<file path="config.mk">
export PLATFORM = sky130hd
export DESIGN_NAME = repeater_core
export DESIGN_NICKNAME = d
export VERILOG_FILES = /design/src/rtl/repeater_core.sv
export SDC_FILE = /design/constraint.sdc
export NUM_CORES = 1
export LEC_CHECK = 0
export CAP_MARGIN = 10
export CORE_MARGIN = 2
export CORE_UTILIZATION = 45
export DETAILED_ROUTE_END_ITERATION = 8
export PLACE_DENSITY_LB_ADDON = 0.15
export SLEW_MARGIN = 20
export SYNTH_ARGS = -nofsm -noshare
export SYNTH_HDL_FRONTEND = slang
export SYNTH_SLANG_ARGS = --single-unit
</file>
<file path="constraint.sdc">
create_clock -name clk -period 2.5 [get_ports clk]
set_input_delay 0.25 -clock clk [delete_from_list [all_inputs] [get_ports clk]]
set_output_delay 0.25 -clock clk [all_outputs]
set_load 0.02 [all_outputs]
</file>
<file path="src/rtl/repeater_core.sv">
// repeater_core: multi-port 100BASE-X repeater core with per-port
// auto-partition and optional jabber lockout.
// Optional feature: define REPEATER_JABBER_EN to build jabber counters and lockout;
// without it the jabber output is tied to 0 and JABBER_LEN is unused.
module repeater_core #(
  parameter int unsigned PORT_COUNT      = 4,
  parameter int unsigned COLLISION_LIMIT = 31,
  parameter int unsigned UNPARTITION_LEN = 128,
  parameter int unsigned JABBER_LEN      = 6250
) (
  input  logic                    clk,
  input  logic                    rst_n,
  input  logic                    ce,
  input  logic [PORT_COUNT-1:0]   rx_dv,
  input  logic [PORT_COUNT-1:0]   rx_er,
  input  logic [4*PORT_COUNT-1:0] rxd,
  output logic [PORT_COUNT-1:0]   tx_en,
  output logic [PORT_COUNT-1:0]   tx_er,
  output logic [4*PORT_COUNT-1:0] txd,
  output logic                    jam,
  output logic                    activity,
  output logic [PORT_COUNT-1:0]   partitioned,
  output logic [PORT_COUNT-1:0]   jabber
);

  localparam int unsigned CW = $clog2(COLLISION_LIMIT + 1);
  localparam int unsigned UW = $clog2(UNPARTITION_LEN + 1);
  localparam int unsigned SW = $clog2(PORT_COUNT);

  typedef enum logic {StConnected, StPartitioned} part_state_e;

  // Eligibility and activity classification
  logic [PORT_COUNT-1:0] lock_q;
  logic [PORT_COUNT-1:0] eligible;
  logic [PORT_COUNT-1:0] active;
  logic                  any_active;
  logic                  multi_active;

  assign eligible     = ~lock_q & ~partitioned;
  assign active       = rx_dv & eligible;
  assign any_active   = |active;
  // More than one bit set: clearing the lowest set bit leaves something behind.
  assign multi_active = |(active & (active - PORT_COUNT'(1)));

  // Output datapath state
  logic [PORT_COUNT-1:0]   tx_en_q, tx_en_d;
  logic [PORT_COUNT-1:0]   tx_er_q, tx_er_d;
  logic [4*PORT_COUNT-1:0] txd_q, txd_d;
  logic                    jam_q, jam_d;
  logic                    activity_q, activity_d;
  logic [SW-1:0]           src;

  // Partition state per port
  part_state_e [PORT_COUNT-1:0]         state_q, state_d;
  logic        [PORT_COUNT-1:0][CW-1:0] ccount_q, ccount_d;
  logic        [PORT_COUNT-1:0][UW-1:0] ulen_q, ulen_d;
  logic        [PORT_COUNT-1:0]         saw_col_q, saw_col_d;
  logic        [PORT_COUNT-1:0]         ureach_q, ureach_d;
  logic        [PORT_COUNT-1:0]         dv_prev_q;

  // Next outputs: idle, repeat the single active port, or jam
  always_comb begin
    tx_en_d    = '0;
    tx_er_d    = '0;
    txd_d      = '0;
    jam_d      = 1'b0;
    activity_d = 1'b0;
    src        = '0;
    for (int unsigned i = 0; i < PORT_COUNT; i++) begin
      if (active[i]) src = SW'(i);
    end
    if (multi_active) begin
      tx_en_d    = '1;
      txd_d      = {PORT_COUNT{4'h5}};
      jam_d      = 1'b1;
      activity_d = 1'b1;
    end else if (any_active) begin
      activity_d = 1'b1;
      for (int unsigned i = 0; i < PORT_COUNT; i++) begin
        if (!active[i]) begin
          tx_en_d[i]       = 1'b1;
          tx_er_d[i]       = rx_er[src];
          txd_d[4*i +: 4]  = rxd[4*src +: 4];
        end
      end
    end
  end

  // Partition FSM next state, collision counting and reconnect run length
  always_comb begin
    logic ev_end;
    logic others_dv;
    state_d   = state_q;
    ccount_d  = ccount_q;
    ulen_d    = ulen_q;
    saw_col_d = saw_col_q;
    ureach_d  = ureach_q;
    ev_end    = 1'b0;
    others_dv = 1'b0;
    for (int unsigned i = 0; i < PORT_COUNT; i++) begin
      ev_end    = dv_prev_q[i] & ~rx_dv[i];
      others_dv = |(rx_dv & ~(PORT_COUNT'(1) << i));
      if (active[i] && multi_active) saw_col_d[i] = 1'b1;
      if (ev_end) saw_col_d[i] = 1'b0;
      unique case (state_q[i])
        StConnected: begin
          ulen_d[i]   = '0;
          ureach_d[i] = 1'b0;
          if (ev_end) begin
            if (saw_col_q[i]) begin
              if (ccount_q[i] >= CW'(COLLISION_LIMIT - 1)) begin
                state_d[i]  = StPartitioned;
                ccount_d[i] = '0;
              end else begin
                ccount_d[i] = ccount_q[i] + CW'(1);
              end
            end else begin
              ccount_d[i] = '0;
            end
          end
        end
        StPartitioned: begin
          if (rx_dv[i] && !others_dv) begin
            if (ulen_q[i] != UW'(UNPARTITION_LEN)) ulen_d[i] = ulen_q[i] + UW'(1);
            if (ulen_d[i] == UW'(UNPARTITION_LEN)) ureach_d[i] = 1'b1;
          end else begin
            ulen_d[i] = '0;
          end
          // Reconnect is deferred to the end of the qualifying carrier event.
          if (ev_end && ureach_q[i]) begin
            state_d[i]  = StConnected;
            ureach_d[i] = 1'b0;
            ulen_d[i]   = '0;
            ccount_d[i] = '0;
          end
        end
        default: state_d[i] = StConnected;
      endcase
    end
  end

  // Core state registers, advanced only on ce
  always_ff @(posedge clk or negedge rst_n) begin
    if (!rst_n) begin
      tx_en_q    <= '0;
      tx_er_q    <= '0;
      txd_q      <= '0;
      jam_q      <= 1'b0;
      activity_q <= 1'b0;
      for (int unsigned i = 0; i < PORT_COUNT; i++) state_q[i] <= StConnected;
      ccount_q   <= '0;
      ulen_q     <= '0;
      saw_col_q  <= '0;
      ureach_q   <= '0;
      dv_prev_q  <= '0;
    end else if (ce) begin
      tx_en_q    <= tx_en_d;
      tx_er_q    <= tx_er_d;
      txd_q      <= txd_d;
      jam_q      <= jam_d;
      activity_q <= activity_d;
      state_q    <= state_d;
      ccount_q   <= ccount_d;
      ulen_q     <= ulen_d;
      saw_col_q  <= saw_col_d;
      ureach_q   <= ureach_d;
      dv_prev_q  <= rx_dv;
    end
  end

`ifdef REPEATER_JABBER_EN
  localparam int unsigned JW = $clog2(JABBER_LEN + 1);

  logic [PORT_COUNT-1:0][JW-1:0] jcnt_q, jcnt_d;
  logic [PORT_COUNT-1:0]         lock_d;

  // Jabber run counters; lock holds until the port drops rx_dv
  always_comb begin
    jcnt_d = jcnt_q;
    lock_d = lock_q;
    for (int unsigned i = 0; i < PORT_COUNT; i++) begin
      if (lock_q[i]) begin
        jcnt_d[i] = '0;
        if (!rx_dv[i]) lock_d[i] = 1'b0;
      end else if (active[i]) begin
        if (jcnt_q[i] != JW'(JABBER_LEN)) jcnt_d[i] = jcnt_q[i] + JW'(1);
        if (jcnt_d[i] == JW'(JABBER_LEN)) lock_d[i] = 1'b1;
      end else begin
        jcnt_d[i] = '0;
      end
    end
  end

  // Jabber state registers
  always_ff @(posedge clk or negedge rst_n) begin
    if (!rst_n) begin
      jcnt_q <= '0;
      lock_q <= '0;
    end else if (ce) begin
      jcnt_q <= jcnt_d;
      lock_q <= lock_d;
    end
  end
`else
  logic [31:0] unused_jabber_len;
  assign unused_jabber_len = JABBER_LEN;
  assign lock_q            = '0;
`endif

  // Partition status decoded from the per-port FSM state
  always_comb begin
    partitioned = '0;
    for (int unsigned i = 0; i < PORT_COUNT; i++) begin
      partitioned[i] = (state_q[i] == StPartitioned);
    end
  end

  assign tx_en    = tx_en_q;
  assign tx_er    = tx_er_q;
  assign txd      = txd_q;
  assign jam      = jam_q;
  assign activity = activity_q;
  assign jabber   = lock_q;

endmodule

</file>
==> results of run 1 <==
## placed cells by master, fill, tap and decap left out, types with 3 or more instances in the layout
cell / n
dfrtp_1: 94
nand4_1: 6
a22o_1: 5
clkbuf_16: 9
o21ai_1: 25
nand2b_1: 9
ha_1: 16
nand3_1: 23
clkdlybuf4s50_1: 54
o22ai_1: 30
a31oi_1: 16
a311oi_1: 4
o21ai_0: 34
buf_4: 10
xor2_1: 8
a41oi_1: 3
inv_1: 62
o2111ai_1: 6
conb_1: 4
nor2b_1: 10
and3_1: 9
o31ai_1: 18
a21oi_1: 13
xnor2_1: 18
nand2_1: 68
and3b_1: 4
nor2_1: 32
nor3_1: 13
## how the worst max path moves through the flow
| stage | to |
|---|---|
| floorplan | ccount_q[3]$_DFFE_PN0P_ |
| global placement | txd[3]$_DFFE_PN0P_ |
| detailed placement | tx_er[1]$_DFFE_PN0P_ |
| CTS | ureach_q[2]$_DFFE_PN0P_ |
| global route | ureach_q[2]$_DFFE_PN0P_ |
| finish | ureach_q[2]$_DFFE_PN0P_ |
## cell type report
class                   count  area (µm²)
clock buffers              10       229.0
clock inverters             6       46.29
fillers                  1033        5189
inverters                  62       232.7
multi-input cells         420        2638
flip-flops and latches     94        2352
well taps                 143       178.9
repair buffers             67       650.6
## stage by stage
stage | cell area [µm²] | std cells | setup slack (ns)
after floorplan | 5385 | 607 | 0.7395
after global placement | 6042 | 785 | 0.3818
after detailed placement | 6042 | 785 | 0.3498
after CTS | 6327 | 802 | 0.5216
after global routing | 6327 | 802 | 0.3742
final | 6327 | 802 | 0.5036
## sequential cells by signal (all words and copies together), names as in the netlist
name	cells
ccount_q	20
saw_col_q	4
partitioned	4
tx_er	4
activity	1
txd	16
jam	1
dv_prev_q	4
tx_en	4
ureach_q	4
ulen_q	32
## power breakdown
group | leakage, µW | total (µW) | internal [µW] | switching (µW)
clock | 0.000129 | 1290 | 680 | 609
combinational | 0.00135 | 586 | 257 | 329
sequential | 0.00123 | 1790 | 1650 | 141
## cells by family (layout without fill, tap and decap cells)
family / after synthesis / count (layout) / share of synthesized area
AO/OA/AOI/OAI: 176 / 176 / 0.2144
multiplexers: 3 / 3 / 0.006053
other: 1 / 4 / 0.0006978
XOR/XNOR: 26 / 26 / 0.04238
flip-flops: 94 / 94 / 0.4377
AND/OR/NAND/NOR: 193 / 193 / 0.1837
buffers and inverters: 93 / 145 / 0.07357
adder cells (fa/ha/maj): 18 / 18 / 0.04144
## routing by layer
layer / share of wire / up-vias / GRT usage
met5: 0 / - / 0
met4: 0.016 / 0 / 0.08211
met3: 0.042 / 12 / 0.03160
met2: 0.44 / 99 / 0.3082
met1: 0.50 / 2137 / 0.2859
li1: - / 2238 / -
## cells in the mapped netlist (all sizes together), types with 3 or more instances
| cell type | count | share of area |
|---|---|---|
| dfrtp | 94 | 0.44 |
| a41oi | 3 | 0.0049 |
| and3 | 10 | 0.012 |
| o22ai | 30 | 0.035 |
| nor4b | 3 | 0.0077 |
| nand3 | 23 | 0.021 |
| nand2 | 68 | 0.047 |
| buf | 17 | 0.020 |
| a31oi | 16 | 0.019 |
| xnor2 | 18 | 0.029 |
| inv | 62 | 0.043 |
| nor3 | 14 | 0.014 |
| a311oi | 4 | 0.0065 |
| nor2 | 32 | 0.022 |
| and3b | 4 | 0.0065 |
| ha | 16 | 0.037 |
| nor2b | 10 | 0.012 |
| a21oi | 15 | 0.015 |
| nand4 | 6 | 0.0070 |
| o21ai | 60 | 0.057 |
| a22o | 5 | 0.0081 |
| nand2b | 10 | 0.013 |
| o31ai | 19 | 0.027 |
| clkbuf | 14 | 0.010 |
| xor2 | 8 | 0.013 |
| o2111ai | 6 | 0.0098 |
==> summary.md, run 1 <==
| Metric | Value |
|---|---|
| Status | finished, final reports clean |
| Pwr Density | approximately 580 mW/mm² |
| Hold Path Cell Cnt | 2 |
| Register area share after synthesis | 0.4377 |
| Critical path arrival | 2.22 ns |
| Overall Power | roughly 3700 µW |
| Post-Syn Area | between 0.005 and 0.006 mm² |
| Slowest stage cell on the critical path | dfrtp_1 |
| GRT Util Overall | 0.2012 |
| Port bufs | 56 |
| Ant. Diodes | 0 |
| Actual slew at the worst max-slew pin | 0.5676 ns |
| Core area | around 0.012 mm² |
| CTS sink cnt | between 90 and 100 |
| H-tree levels | 3 |
| Clk_lat worst skew | approximately 0.35 ns |
| Pleak | around 0.0027 µW |
| Period utilisation layout | 0.7986 |
| Number of max-cap violations | 0 |
| Largest net degree at the start of global routing | just over 70 |
| WP depth | 6 |
| Achievable frequency | between 500 and 600 MHz |
| R2R Setup Slk | approximately 0.50 ns |
| # DRC | 0 |
| Max IR drop VDD | about 310 µV |
| Die area | between 0.01 and 0.015 mm² |
| Cts hold-fix bufs | 1 |
| CP max stage delay | between 0.4 and 0.5 ns |
| Die Wd | ~110 µm |
| Critical-path cell list | ha_1 -> a311oi_1 -> a31oi_1 -> nor3_1 -> a31oi_1 -> o31ai_1 |
| Post-synthesis cell type count | 66 |
| First-pass DRT Iterations | 4 |
| Total wire length | 12,430 µm |
| Worst path bufs/invs | 0 |
| First-pass GRT wire length | 20,950 µm |
| Post-synth EDFFs | 0 |
| R2r endpoint | ureach_q[2]$_DFFE_PN0P_ |
| DR iter-0 viols | ~300 |
| Final Max Tran Viols | 0 |
| Via density | between 5 and 6 |
| Crit path capture type | flip-flop |
| CTS buffer count | 9 |
| Final setup fails | 0 |
| Cell mode on critical path | a31oi_1 |
| Vias after detailed routing | 4,486 |
| Top delay family on crit path | compound AO/OA/AOI/OAI gates |
| Mapped Cells | ~600 |
| Share of cells above drive strength 1 | 0.06829 |
| Worst min path class | in -> reg |
| Clock transition at path regs | about 0.070 ns |
| CP required | 2.73 ns |
| Chip Height | ~110 µm |
| # nets final | between 600 and 700 |
| Syn. warnings | 0 |
| Initial antenna violation count | 0 |
| Final Util | 0.5494 |
| Vias in the first global route | 4,282 |
| Initial Util | 0.4666 |
| Grt ovf | 0 |
| TritonCTS clock tree | done |
| I/O Pins | about 60 |
| R2R depth | 6 |
| RSZ-0062 raised after global routing | no |
| Avg Cell Area, Syn | ~8.9 µm² |
| Reg-to-Reg Start | ulen_q[16]$_DFFE_PN0P_ |
| Setup TNS | 0 ns |
| Layout area overhead | 17.74% |
| Post-cts sizing count | 0 |
| Critical Path Source | ulen_q[16]$_DFFE_PN0P_ |
| GP Congestion | 0.8449 |
| Synth Register Bits | 94 |
| Slew Limit Headroom | 0.6208 |
| Final hold violation count | 0 |
| Main synth FF type | dfrtp_1 |
| Final Skew | 0.009188 ns |
| CP Max Fanout | 9 |
| Hold Slack | around 0.33 ns |
| Post-route ant nets | 0 |
| Crit path time final | 1.996 ns |
| Critical path launch point type | flip-flop |
| HP Start | ce |
| Postcts setup bufs | 0 |
| DP HPWL | 8892 µm |
| Async SR Flop Fraction | 1.000 |
| Critical path class | reg -> reg |
| Clock Tree Root | clkbuf_16 |
| DR WL/cell | ~15 µm |
| Bufs on Longest Clock Path | 2 |
| Row count | 39 |
| Hold path endpoint | dv_prev_q[1]$_DFFE_PN0P_ |
No activity file was read; power rests on OpenSTA's default activity.
==> run 2, diff against run 1 <==
Clock period 2.5 ns to 1.9 ns, I/O delays scaled along.
==> summary.md, run 2 (synthesized netlist as in run 1, its figures left out) <==
| Metric | Value |
|---|---|
| Setup TNS | 0 ns (unchanged) |
| GRT Util Overall | 0.2038 (+0.002605) |
| Placed Cells | 820 (+4.5%) |
| Initial Util | 0.4666 (unchanged) |
| Ant. Diodes | 0 (unchanged) |
| H-tree levels | 3 (unchanged) |
| Critical path arrival | 2.07 ns (-0.15 ns) |
| Final Max Tran Viols | 0 (unchanged) |
| Filler cells | 1,013 (-1.9%) |
| # DRC | 0 (unchanged) |
| R2r endpoint | ccount_q[3]$_DFFE_PN0P_ |
| P_int | 3726 µW (+44%) |
| Final hold violation count | 0 (unchanged) |
| Die Wd | 113.3 µm (unchanged) |
| Vias in the first global route | 4,464 (+4.3%) |
| Largest net degree at the start of global routing | 61 (-15%) |
| DP HPWL | 9216 µm (+3.6%) |
| Sw power | 1428 µW (+32%) |
| First-pass DRT Iterations | 4 (unchanged) |
| # nets final | 732 (+5.0%) |
| Layout area overhead | 23.73% |
| Pleak | 0.002903 µW (+7.1%) |
| First-pass GRT wire length | 21,320 µm (+1.8%) |
| CTS buffer count | 9 (unchanged) |
| Combinational Power Share | 0.168 (+0.008) |
| Crit path time final | 1.809 ns (-0.1876 ns) |
| CP Max Fanout | 5 (-4) |
| Status | finished, final reports clean |
| Bufs on Longest Clock Path | 2 (unchanged) |
| M1 WL | 6097 µm (-1.9%) |
| Reg power frac | 0.455 (-0.034) |
| Area of the multi-input gates | 0.002643 mm² (+0.19%) |
| Achievable frequency | 552.8 MHz (+10%) |
| Critical Path Source | ccount_q[0]$_DFFE_PN0P_ |
| GP Congestion | 0.8539 (+1.1%) |
| R2R depth | 6 (unchanged) |
| Die area | 0.01283 mm² (unchanged) |
| Share of cells above drive strength 1 | 0.1196 (+0.05131) |
| Routed met2 length | 5813 µm (+5.9%) |
| Reg-to-Reg Start | ccount_q[0]$_DFFE_PN0P_ |
| CP required | 2.16 ns (-0.57 ns) |
| Most frequent cells in the layout | dfrtp_1 (93), nand2_1 (68), inv_1 (62), clkdlybuf4s50_1 (54), buf_4 (44) |
| Final Util | 0.5774 (+0.02792) |
| WL met3 | 540 µm (+2.3%) |
| Vias after detailed routing | 4,621 (+3.0%) |
| Postcts setup bufs | 0 (unchanged) |
| Place WS | -0.09330 ns (-0.4431 ns) |
| Grt ovf | 0 (unchanged) |
| Crit path capture type | flip-flop |
| RSZ-0062 raised after global routing | no |
| R2R Setup Slk | 0.09 ns (-0.41 ns) |
| Worst min path class | in -> reg |
| Port bufs | 56 (unchanged) |
| Final std cells w/o fill | 837 (+4.4%) |
| Clock transition at path regs | 0.07 ns (about the same) |
| TritonCTS clock tree | done |
| Max IR drop VDD | 451.0 µV (+45%) |
| Max reg flops | 32 (unchanged) |
| Via density | 5.521 (-1.3%) |
| I/O Pins | 61 (unchanged) |
| Net Sw Frac | 0.2770 (-0.01714) |
| Initial antenna violation count | 0 (unchanged) |
| Pwr Density | 775.2 mW/mm² (+34%) |
| Final setup fails | 0 (unchanged) |
| HP Start | ce |
| Final setup margin | 0.09118 ns (-0.4124 ns) |
| Largest reg by FF count | ulen_q |
| Final Skew | 0.009311 ns (+0.0001237 ns) |
| DR iter-0 viols | 350 (+19%) |
| Row count | 39 (unchanged) |
| CTS sink cnt | 94 (unchanged) |
| Period utilisation layout | 0.9520 (+0.1534) |
| Slew Limit Headroom | 0.6154 (-0.005414) |
| Commonest non-fill, non-tap cell in the layout | dfrtp_1 |
| Reg area | 0.002354 mm² (about the same) |
| Clock Tree Root | clkbuf_16 |
| CP endpoint | ccount_q[3]$_DFFE_PN0P_ |
| DR WL/cell | 15.05 µm (-2.9%) |
| Clock Power Share | 0.376 (+0.025) |
| Actual slew at the worst max-slew pin | 0.5730 ns (+0.005445 ns) |
| Post-route ant nets | 0 (unchanged) |
| Clk_lat worst skew | 0.35 ns (about the same) |
| Critical path class | reg -> reg |
| Chip Height | 113.3 µm (unchanged) |
| Number of max-cap violations | 0 (unchanged) |
| Core area | 0.01152 mm² (unchanged) |
| Total wire length | 12,600 µm (+1.4%) |
| Uppermost layer routed | met4 |
| Critical path launch point type | flip-flop |
-- run 2: cell count changes in the layout (fill, tap and decap cells not counted) --
cell	change
buf_4	+34
bufinv_16	+2
ha_1	-2
ha_2	+2
buf_12	+1
clkinv_2	+1
clkinv_4	-1
clkinvlp_4	-1
dfrtp_1	-1
dfrtp_2	+1
inv_6	-1
-- run 2: area by class of cell --
class / instances / share of cell area
multi-input cells: 420 / 0.3974
well taps: 143 / 0.02691
clock inverters: 6 / 0.01298
repair buffers: 102 / 0.1393
flip-flops and latches: 94 / 0.3540
inverters: 62 / 0.03500
clock buffers: 10 / 0.03444
-- run 2: worst min path at each step --
stage | to | slack, ns | depth (start not counted)
global placement | ccount_q[11]$_DFFE_PN0P_ | 0.14 | 1
global route | ulen_q[30]$_DFFE_PN0P_ | 0.29 | 2
finish | ulen_q[30]$_DFFE_PN0P_ | 0.26 | 2
detailed placement | ccount_q[11]$_DFFE_PN0P_ | 0.14 | 1
floorplan | activity$_DFFE_PN0P_ | -0.11 | 0
CTS | ulen_q[30]$_DFFE_PN0P_ | 0.25 | 2
-- run 2: critical path: stages, from the launching register on --
cell and delay (ns):
dfrtp_1 0.35, inv_1 0.05, ha_1 0.19, o2111a_1 0.26, or3b_4 0.40, or2_1 0.27
o31ai_1 0.19
-- run 2: per-layer routing --
| layer | GRT usage | up-vias |
|---|---|---|
| met5 | 0 | - |
| met3 | 0.03321 | 11 |
| met1 | 0.2826 | 2214 |
| met4 | 0.06260 | 0 |
| met2 | 0.3297 | 95 |
| li1 | - | 2301 |
-- run 2: power groups by stage --
stage	Sequential, µW	Combinational (µW)	Clock, µW
finish	2350	868	1940
global placement	2370	834	0
detailed placement	2380	869	0
global route	2380	973	2060
CTS	2340	879	1970
floorplan	2410	419	0
-- run 2: per-stage QoR --
step | hold slack, ns | cell area [µm²] | total power [µW]
global placement | 0.1363 | 6317 | 3201
floorplan | -0.1056 | 5385 | 2827
finish | 0.2635 | 6649 | 5154
CTS | 0.2510 | 6643 | 5189
global route | 0.2910 | 6649 | 5406
detailed placement | 0.1351 | 6317 | 3249
-- run 2: what timing repair did --
action,CTS,global route
gates resized for setup,0,3
endpoints found under the hold margin,26,0
setup endpoints to repair,0,3
hold buffers,1,0
==> run 3, diff against run 2 <==
Settings changed: ABC_AREA from default to 1, CORE_MARGIN 2 to default.
==> summary.md, run 3 <==
| Metric | Value |
|---|---|
| Status | finished, final reports clean |
| Commonest cells in the netlist | nand2_1 (204), inv_1 (99), dfrtp_1 (94) |
| Cell with the most instances after synthesis | nand2_1 |
| Total wire length | 12,440 µm (-1.2%) |
| Max reg flops | 32 (unchanged) |
| Met2 GRT Util | 0.3656 (+0.03588) |
| Net Sw Frac | 0.3094 (+0.03236) |
| CP Max Fanout | 6 (+1) |
| Largest net degree at the start of global routing | 35 (-43%) |
| Avg Cell Area, Syn | 7.496 µm² (-16%) |
| Period utilisation layout | 0.9047 (-0.04731) |
| Core area | 0.01137 mm² (-1.3%) |
| Chip Height | 109.8 µm (-3.0%) |
| Most frequent cells in the layout | nand2_1 (204), inv_1 (99), dfrtp_1 (94), nand3_1 (64), nor2_1 (58) |
| Main synth FF type | dfrtp_1 |
| Met3 Resource Use GR | 0.04090 (+0.007693) |
| Clock Tree Root | clkbuf_16 |
| Die area | 0.01206 mm² (-6.0%) |
| Compound-cell area share of the yosys netlist | 0.1098 (-0.1047) |
| Final hold violation count | 0 (unchanged) |
| CP required | 2.19 ns (+0.03 ns) |
| Post-cts sizing count | 0 (unchanged) |
| Slowest stage cell on the critical path | dfrtp_1 |
| Commonest non-fill, non-tap cell in the layout | nand2_1 |
| Mapped Cells | 698 (+16%) |
| Clk_lat worst skew | 0.35 ns (about the same) |
| CP max stage delay | 0.46 ns (+0.06 ns) |
| Max IR drop VDD | 499.2 µV (+11%) |
| P_int | 3761 µW (+0.94%) |
| Achievable frequency | 581.8 MHz (+5.2%) |
| Cell mode on critical path | nand2_1 |
| Critical path launch point type | flip-flop |
| DR iter-0 viols | 278 (-21%) |
| Overall Power | 5446 µW (+5.7%) |
| H-tree levels | 3 (unchanged) |
| Final setup fails | 0 (unchanged) |
| Die Wd | 109.8 µm (-3.0%) |
| Critical path arrival | 2.01 ns (-0.06 ns) |
| Largest cells by area after synthesis | dfrtp_1 (45%), nand2_1 (15%), inv_1 (7.1%) |
| Pwr Density | 847.5 mW/mm² (+9.3%) |
| Post-synthesis cell type count | 35 (-47%) |
| M1 GR Usage | 0.2884 (+0.005751) |
| Place WS | -0.08419 ns (+0.009109 ns) |
| Register area share after synthesis | 0.4495 (+0.01183) |
| Post-Syn Area | 0.005233 mm² (-2.6%) |
| CTS sink cnt | 94 (unchanged) |
| Placement Cell Area | 0.006125 mm² (-3.1%) |
| Port bufs | 56 (unchanged) |
| Syn. warnings | 0 (unchanged) |
| First-pass DRT Iterations | 5 (+1) |
| # DRC | 0 (unchanged) |
| Crit path capture type | flip-flop |
| Reg power frac | 0.436 (-0.019) |
| Final Instance Area | 0.006426 mm² (-3.3%) |
| Largest family of logic cells by synthesized area | simple AND/OR/NAND/NOR gates |
| XOR/XNOR share of the synthesized area | 0.02176 (-0.02061) |
| Pleak | 0.003227 µW (+11%) |
| CTS buffer count | 9 (unchanged) |
| GP Congestion | 0.8266 (-3.2%) |
| Clock transition at path regs | 0.07 ns (about the same) |
| Vias after detailed routing | 4,804 (+4.0%) |
| Synth area leader | dfrtp_1 |
| Final Skew | 0.006265 ns (-0.003046 ns) |
| Hold Slack | 0.3487 ns (+0.08519 ns) |
| Final setup margin | 0.1811 ns (+0.08989 ns) |
| Grt ovf | 0 (unchanged) |
| Post-route ant nets | 0 (unchanged) |
| Critical-path cell list | inv_1 -> nand2_1 -> nand2_1 -> inv_1 -> o21ai_0 -> nand2_2 -> inv_2 -> nor3_2 -> nand2_1 -> nand2_1 |
| Number of max-cap violations | 0 (unchanged) |
| Final Max Tran Viols | 0 (unchanged) |
| Worst min path class | in -> async |
| GRT Util Overall | 0.2225 (+0.01874) |
| Bufs on Longest Clock Path | 2 (unchanged) |
| Ant. Diodes | 0 (unchanged) |
| Combinational Power Share | 0.235 (+0.067) |
| # nets final | 824 (+13%) |
| Row count | 39 (unchanged) |
| I/O Pins | 61 (unchanged) |
| First-pass GRT wire length | 20,890 µm (-2.0%) |
| Vias in the first global route | 4,689 (+5.0%) |
| Sw power | 1685 µW (+18%) |
| Share of Yosys cell area claimed by the top area cell type | 0.4495 (+0.01183) |
| Initial antenna violation count | 0 (unchanged) |
| Filler cells | 1,062 (+4.8%) |
| Clock Power Share | 0.329 (-0.047) |
| Largest reg by FF count | ulen_q |
| Setup TNS | 0 ns (unchanged) |
| Share of cells above drive strength 1 | 0.07379 (-0.04581) |
| Critical path class | reg -> reg |
| R2R depth | 10 (+4) |
| DR WL/cell | 13.40 µm (-11%) |
| Mux cell area share after synthesis | 0 (-0.006054) |
| Via density | 5.171 (-6.3%) |
| Layout area overhead | 22.81% |
| Post-synth EDFFs | 0 (unchanged) |
| Crit path time final | 1.719 ns (-0.08989 ns) |
| DP HPWL | 9329 µm (+1.2%) |
| Adder-cell share of the synthesized area | 0.03826 (-0.003184) |
| Initial Util | 0.4602 (-0.006427) |
| Synth Register Bits | 94 (unchanged) |
| Post-Synth Simple-Gate Area | 0.2929 (+0.1092) |
| RSZ-0062 raised after global routing | no |
| Global routing's busiest layer | met2 |
| Async SR Flop Fraction | 1.000 (unchanged) |
| TritonCTS clock tree | done |
run 3: cell count changes after synthesis, moves of 9 or more:
cell / before / now
nand3_1: 23 / 64
o22ai_1: 30 / 18
nor2_1: 32 / 58
nand2b_1: 9 / 0
nor2b_1: 10 / 0
xnor2_1: 18 / 0
a31oi_1: 16 / 2
nand2_1: 68 / 204
inv_1: 62 / 99
o31ai_1: 18 / 0
a21oi_1: 13 / 22
o21ai_1: 25 / 2
run 3: worst max-delay path: cells and delay by family, from the launching register on:
kind,cells,cell delay [ns]
AND/OR/NAND/NOR,6,0.78
flip-flops,1,0.46
buffers and inverters,3,0.27
AO/OA/AOI/OAI,1,0.13
run 3: power groups by stage:
stage	clock network, µW	registers (µW)	logic, µW
CTS	1830	2380	1290
detailed placement	0	2410	1280
global placement	0	2410	1260
finish	1790	2380	1280
global route	1910	2400	1430
floorplan	0	2550	528
run 3: path summary, 6_finish.rpt:
| path | startpoint | endpoint | slack [ns] |
|---|---|---|---|
| setup / recovery | partitioned[1]$_DFFE_PN0P_ | txd[11]$_DFFE_PN0P_ | 0.18 |
| min in group clk | tx_er[3]$_DFFE_PN0P_ | tx_er[3]$_DFFE_PN0P_ | 0.48 |
| max in group asynchronous | rst_n | ccount_q[16]$_DFFE_PN0P_ | 0.96 |
| hold / removal | rst_n | ccount_q[0]$_DFFE_PN0P_ | 0.35 |
| setup reg to reg | partitioned[1]$_DFFE_PN0P_ | txd[11]$_DFFE_PN0P_ | 0.18 |
| hold reg to reg | tx_er[3]$_DFFE_PN0P_ | tx_er[3]$_DFFE_PN0P_ | 0.48 |
run 3: timing repair:
action / 4_1_cts / 5_1_grt
hold endpoints to repair: 29 / 0
hold buffers: 1 / 0
buffers inserted: 0 / 0
run 3: layout make-up:
| cell class | instances | area, µm² | area share |
|---|---|---|---|
| Tap cell | 143 | 178.9 | 0.02784 |
| Multi-Input combinational cell | 491 | 2436 | 0.3791 |
| Timing Repair Buffer | 82 | 780.7 | 0.1215 |
| Clock buffer | 10 | 229.0 | 0.03563 |
| Inverter | 103 | 386.6 | 0.06016 |
| Sequential cell | 94 | 2352 | 0.3660 |
| Clock inverter | 6 | 62.56 | 0.009735 |
run 3: through the flow:
step                  util  std cells
finish              0.5652        929
detailed placement  0.5387        912
global route        0.5652        929
global placement    0.5387        912
floorplan                -        701
CTS                 0.5652        929
run 3: kinds of logic (layout without fill, tap and decap cells):
logic type	after synthesis	in the layout
AND/OR/NAND/NOR	359	359
buffers and inverters	116	201
AO/OA/AOI/OAI	99	99
flip-flops	94	94
adder cells (fa/ha/maj)	16	16
XOR/XNOR	13	13
other	1	4
run 3: layer usage:
metal | part of all wire | vias up
li1 | - | 2412
met1 | 0.48 | 2283
met2 | 0.46 | 93
met3 | 0.041 | 16
met4 | 0.018 | 0
met5 | 0 | -
